<file path="src/rtl/logic16_arbiter.sv">
// Round-robin arbiter sharing one bitwise logic unit (AND/OR/XOR/NOT) between
// two valid/ready requesters, with a single tagged response channel.
//
// state | meaning
// IDLE  | waiting for a grant; captures op/operands/id on accept
// EXEC  | computes the result from captured values into response registers
// RESP  | holds the response until resp_ready, then counts it and rotates priority
module logic16_arbiter #(
  parameter int WIDTH = 16,
  parameter int CNT_W = 16
) (
  input  logic             clk,
  input  logic             rst_n,
  input  logic [1:0]       req_valid,
  output logic [1:0]       req_ready,
  input  logic [1:0]       req_op0,
  input  logic [WIDTH-1:0] req_a0,
  input  logic [WIDTH-1:0] req_b0,
  input  logic [1:0]       req_op1,
  input  logic [WIDTH-1:0] req_a1,
  input  logic [WIDTH-1:0] req_b1,
  output logic             resp_valid,
  input  logic             resp_ready,
  output logic             resp_id,
  output logic [WIDTH-1:0] resp_data,
  output logic             busy,
  output logic [CNT_W-1:0] done_cnt
);

  typedef enum logic [1:0] {IDLE, EXEC, RESP} state_t;

  state_t           state;
  logic [1:0]       grant;
  logic             prio;
  logic [1:0]       op_q;
  logic [WIDTH-1:0] a_q;
  logic [WIDTH-1:0] b_q;
  logic             id_q;
  logic [WIDTH-1:0] alu;

  // prio names the requester that wins when both are valid
  always_comb begin
    grant = 2'b00;
    case (req_valid)
      2'b01:   grant = 2'b01;
      2'b10:   grant = 2'b10;
      2'b11:   grant = prio ? 2'b10 : 2'b01;
      default: grant = 2'b00;
    endcase
  end

  // Masked while rst_n is low so nothing looks accepted during reset.
  assign req_ready = (state == IDLE && rst_n) ? grant : 2'b00;
  assign busy      = (state != IDLE);

  always_comb begin
    alu = '0;
    case (op_q)
      2'b00:   alu = a_q & b_q;
      2'b01:   alu = a_q | b_q;
      2'b10:   alu = a_q ^ b_q;
      default: alu = ~a_q;
    endcase
  end

  always_ff @(posedge clk) begin
    if (!rst_n) begin
      state      <= IDLE;
      prio       <= 1'b0;
      op_q       <= '0;
      a_q        <= '0;
      b_q        <= '0;
      id_q       <= 1'b0;
      resp_valid <= 1'b0;
      resp_id    <= 1'b0;
      resp_data  <= '0;
      done_cnt   <= '0;
    end else begin
      case (state)
        IDLE: begin
          if (grant[0]) begin
            op_q  <= req_op0;
            a_q   <= req_a0;
            b_q   <= req_b0;
            id_q  <= 1'b0;
            state <= EXEC;
          end else if (grant[1]) begin
            op_q  <= req_op1;
            a_q   <= req_a1;
            b_q   <= req_b1;
            id_q  <= 1'b1;
            state <= EXEC;
          end
        end
        EXEC: begin
          resp_data  <= alu;
          resp_id    <= id_q;
          resp_valid <= 1'b1;
          state      <= RESP;
        end
        RESP: begin
          if (resp_ready) begin
            resp_valid <= 1'b0;
            done_cnt   <= done_cnt + CNT_W'(1);
            prio       <= ~resp_id;
            state      <= IDLE;
          end
        end
        default: state <= IDLE;
      endcase
    end
  end

endmodule

</file>
<file path="config.mk">
export PLATFORM = sky130hd
export DESIGN_NAME = logic16_arbiter
export DESIGN_NICKNAME = d
export VERILOG_FILES = /design/src/rtl/logic16_arbiter.sv
export SDC_FILE = /design/constraint.sdc
export NUM_CORES = 1
export LEC_CHECK = 0
export CAP_MARGIN = 15
export CORE_ASPECT_RATIO = 1.5
export CORE_MARGIN = 3
export CORE_UTILIZATION = 44
export DETAILED_ROUTE_END_ITERATION = 12
export GPL_TIMING_DRIVEN = 0
export PLACE_DENSITY_LB_ADDON = 0.08
export SKIP_CTS_REPAIR_TIMING = 1
export SLEW_MARGIN = 40
export SYNTH_ARGS = -nofsm -noshare
export SYNTH_HDL_FRONTEND = slang
export SYNTH_SLANG_ARGS = --single-unit
export TNS_END_PERCENT = 10
</file>
<file path="constraint.sdc">
create_clock -name clk -period 1.55 [get_ports clk]
set_input_delay 0.31 -clock clk [delete_from_list [all_inputs] [get_ports clk]]
set_output_delay 0.31 -clock clk [all_outputs]
set_load 0.005 [all_outputs]
</file>
==> tab_implementation.tex <==
\begin{tabular}{lr}
\hline
Metric & Value \\
\hline
\multicolumn{2}{l}{\textbf{GRT}} \\
Vias in the first global route & 3,431 \\
GRT Resource Usage Total & 0.203 \\
Number of antenna violations at the first check in global routing & 0 \\
GR Overflow Total & 0 \\
Wire length of the first global-routing pass & 16,200 um \\
Largest net degree at the start of global routing & 12 \\
\multicolumn{2}{l}{\textbf{Timing}} \\
Tmin final & 1.80 ns \\
Final setup violating endpoints & 11 \\
Max-slew headroom at the worst pin & 0.593 \\
Setup repair after global routing missed its margin & true \\
Transition at the pin with the smallest max-transition slack & 0.611 ns \\
Worst-case setup margin in the final layout & -0.251 ns \\
Fin Clk Skew & 0.00304 ns \\
Number of pins with negative max-slew slack in the final report & 0 \\
Top achievable clock speed & 555 MHz \\
Final hold violation count & 0 \\
Worst hold slack after final layout & 0.394 ns \\
Final clock period utilization by the worst path & 1.16 \\
\multicolumn{2}{l}{\textbf{Power}} \\
Proportion of total power due to net switching & 0.258 \\
Worst voltage drop across the vdd grid & 0.000773 V \\
Comb power frac & 0.226 \\
Switching power & 1.43 mW \\
Internal Dissipation & 4.10 mW \\
Share of power burned in the clock network & 0.390 \\
Total design power & 5.53 mW \\
P per Cell Area & 955 nW/um2 \\
Leakage power total & 2.51 nW \\
Relative contribution of sequential cells to total power & 0.384 \\
\multicolumn{2}{l}{\textbf{Synthesis}} \\
Yosys warning count & 0 \\
Post-synthesis area per instance & 9.14 um2 \\
Post-synthesis share of cell area spent on full adders, half adders and majority gates & 0.105 \\
Dominant synthesized flop cell & dfxtp\_1 \\
Synthesized netlist net count & 538 \\
Dominant cells by area after synthesis & dfxtp\_1 36\%, ha\_1 10\%, mux4\_2 9.1\% \\
Seq/Total Area, Yosys & 0.365 \\
Area share of the largest cell type after synthesis & 0.365 \\
Number of register bits inferred by synthesis & 72 \\
Cell variety after synth & 37 \\
Biggest area consumer among synthesized cells & dfxtp\_1 \\
Main combinational cell family by area after synthesis & multiplexers \\
Post-synthesis cell count & 432 \\
Compound-cell area share of the yosys netlist & 0.105 \\
Number of enable flip-flop cells after synthesis & 0 \\
Cell area after technology mapping & 3950 um2 \\
Basic-gate share of the synthesized area counting and, or, nand and nor cells & 0.142 \\
Most instantiated library cell after synthesis & dfxtp\_1 \\
Commonest cells in the netlist & 72 x dfxtp\_1, 49 x inv\_1, 49 x nor2\_1 \\
Share of the synthesized netlist area taken by xor and xnor gates & 0.0244 \\
Async set-or-reset flop fraction in the synthesized netlist & 0 \\
Multiplexer share of the synthesized area & 0.180 \\
\multicolumn{2}{l}{\textbf{Layout}} \\
Fraction of layout instances using a drive strength above 1 & 0.182 \\
Finished Core Util & 0.677 \\
Ant. Diodes & 0 \\
\# fillers & 713 \\
Area Overhead vs Synth & 46.7\% \\
Area occupied by registers & 1480 um2 \\
Total non-filler cell area in the finished layout & 5800 um2 \\
Multi-input gate area & 2260 um2 \\
NumNets Final & 673 \\
\multicolumn{2}{l}{\textbf{CTS}} \\
Number of sinks driven by the clock tree & 72 \\
Number of H-tree levels & 3 \\
Number of buffers created by CTS & 9 \\
Clock latency on the worst-skew pair & 0.33 ns \\
Number of buffers between clock root and the deepest sink & 2 \\
Clock input transition at the sequential cells of the worst setup and hold paths & 0.05 ns \\
Root cell of the clock tree & clkbuf\_16 \\
CTS tree & done \\
\multicolumn{2}{l}{\textbf{Floorplanning}} \\
Die width & 83.4 um \\
Initial cell density of the core & 0.461 \\
Total die area & 10,200 um2 \\
Core area & 8570 um2 \\
Placement row count & 41 \\
Boundary Pins & 110 \\
Die Ht & 122 um \\
\multicolumn{2}{l}{\textbf{Setup path}} \\
CP Class & in -> out \\
WP data required & 1.24 ns \\
Slowest-stage cell, CP & clkdlybuf4s50\_1 \\
Crit path launch type & input port \\
Crit path max-delay family & buffers and inverters \\
Worst Path Max Fanout & 7 \\
Reg-to-reg slack, setup & -0.07 ns \\
Kind of end point of the critical path & primary output \\
Cell-by-cell trace of the critical path & clkdlybuf4s50\_1 -> clkinvlp\_4 -> nor4\_2 -> buf\_2 \\
Largest stage delay on the critical path & 0.51 ns \\
Crit path arrival time & 1.49 ns \\
Worst path buffer plus inverter count & 3 \\
\multicolumn{2}{l}{\textbf{Detailed routing}} \\
Total vias in the final route & 3,551 \\
DR WL/cell & 15.1 um \\
Post-route DRC & 0 \\
Antenna-violating nets left & 0 \\
Number of violations reported at the end of detailed-routing iteration 0 & 107 \\
Drt pass-1 iters & 6 \\
Total detailed-routing wirelength & 10,300 um \\
Mean number of vias per cell & 5.23 \\
\multicolumn{2}{l}{\textbf{Place}} \\
Weighted congestion at the end of routability-driven global placement & 0.787 \\
Cell area after placement & 5180 um2 \\
Worst setup slack after placement & -1.32 ns \\
HPWL Detailed & 7760 um \\
\# port buffers & 109 \\
\multicolumn{2}{l}{\textbf{Status}} \\
Violated checks & setup timing \\
Status & finished, violations left \\
\multicolumn{2}{l}{\textbf{Hold path}} \\
Type of the worst min-delay path & in -> reg \\
\multicolumn{2}{l}{\textbf{Run}} \\
Number of violations of the max-capacitance limit & 0 \\
\hline
\end{tabular}
==> final timing paths <==
check	start	to	cells past startpoint
max	rst_n	req_ready[1]	4
min reg2reg	resp_data[7]$_SDFFE_PN0P_	resp_data[7]$_SDFFE_PN0P_	2
min	resp_ready	state[1]$_SDFFE_PN0P_	3
max reg2reg	done_cnt[2]$_SDFFE_PN0P_	done_cnt[15]$_SDFFE_PN0P_	5
==> cell families after synthesis <==
group | count (synthesis)
AO/OA/AOI/OAI | 64
XOR/XNOR | 11
adder cells (fa/ha/maj) | 33
buffers and inverters | 79
flip-flops | 72
multiplexers | 51
AND/OR/NAND/NOR | 122
==> through the flow <==
stage	instances	TNS, ns
5_1_grt	679	-2.01
3_3_place_gp	648	-37.99
4_1_cts	664	-18.64
3_5_place_dp	648	-38.34
6_report	679	-0.586
2_1_floorplan	432	-0.0121
==> tightest hold or removal path, cell delays in order <==
cell            delay, ns
dlymetal6s2s_1       0.17
or3b_2               0.15
a21oi_1              0.05
==> final cells by class <==
| type | instances | area share |
|---|---|---|
| Clock buffer | 14 | 0.0490 |
| Clock inverter | 2 | 0.00604 |
| Multi-Input combinational cell | 281 | 0.390 |
| Inverter | 49 | 0.0324 |
| Buffer | 26 | 0.0311 |
| Tap cell | 107 | 0.0231 |
| Timing Repair Buffer | 128 | 0.214 |
| Sequential cell | 72 | 0.255 |
==> metal layers <==
| metal | GRT usage | wire (um) | share of wire | up-vias |
|---|---|---|---|---|
| met5 | 0 | 0 | 0 | - |
| met4 | 0.0951 | 219 | 0.021 | 0 |
| met3 | 0.0352 | 441 | 0.043 | 14 |
| met2 | 0.393 | 5660 | 0.55 | 106 |
| met1 | 0.209 | 3940 | 0.38 | 1683 |
| li1 | - | - | - | 1748 |
==> flip-flops by register name, summed over array words and instances (netlist names) <==
register / flops
prio: 1
id_q: 1
resp_valid: 1
b_q: 16
a_q: 16
op_q: 2
done_cnt: 16
state: 2
resp_data: 16
resp_id: 1
==> layout by cell type (no fill, tap or decap), types with 9 or more instances in the layout <==
| cell | count |
|---|---|
| dfxtp_2 | 10 |
| a211oi_1 | 34 |
| a21oi_1 | 23 |
| clkbuf_16 | 9 |
| dfxtp_1 | 56 |
| mux2i_1 | 35 |
| buf_4 | 20 |
| ha_1 | 33 |
| inv_1 | 48 |
| clkdlybuf4s50_1 | 101 |
| mux4_2 | 16 |
| nor2_1 | 49 |
| nand2_1 | 39 |
==> power by group through the flow <==
stage / clock network, mW / logic (mW) / registers, mW
final: 2.16 / 1.25 / 2.12
after global placement: 0 / 1.14 / 2.15
after detailed placement: 0 / 1.18 / 2.16
after CTS: 2.19 / 1.20 / 2.12
after floorplan: 0 / 0.720 / 2.13
after global routing: 2.26 / 1.39 / 2.15
No activity file was read; power rests on OpenSTA's default activity.
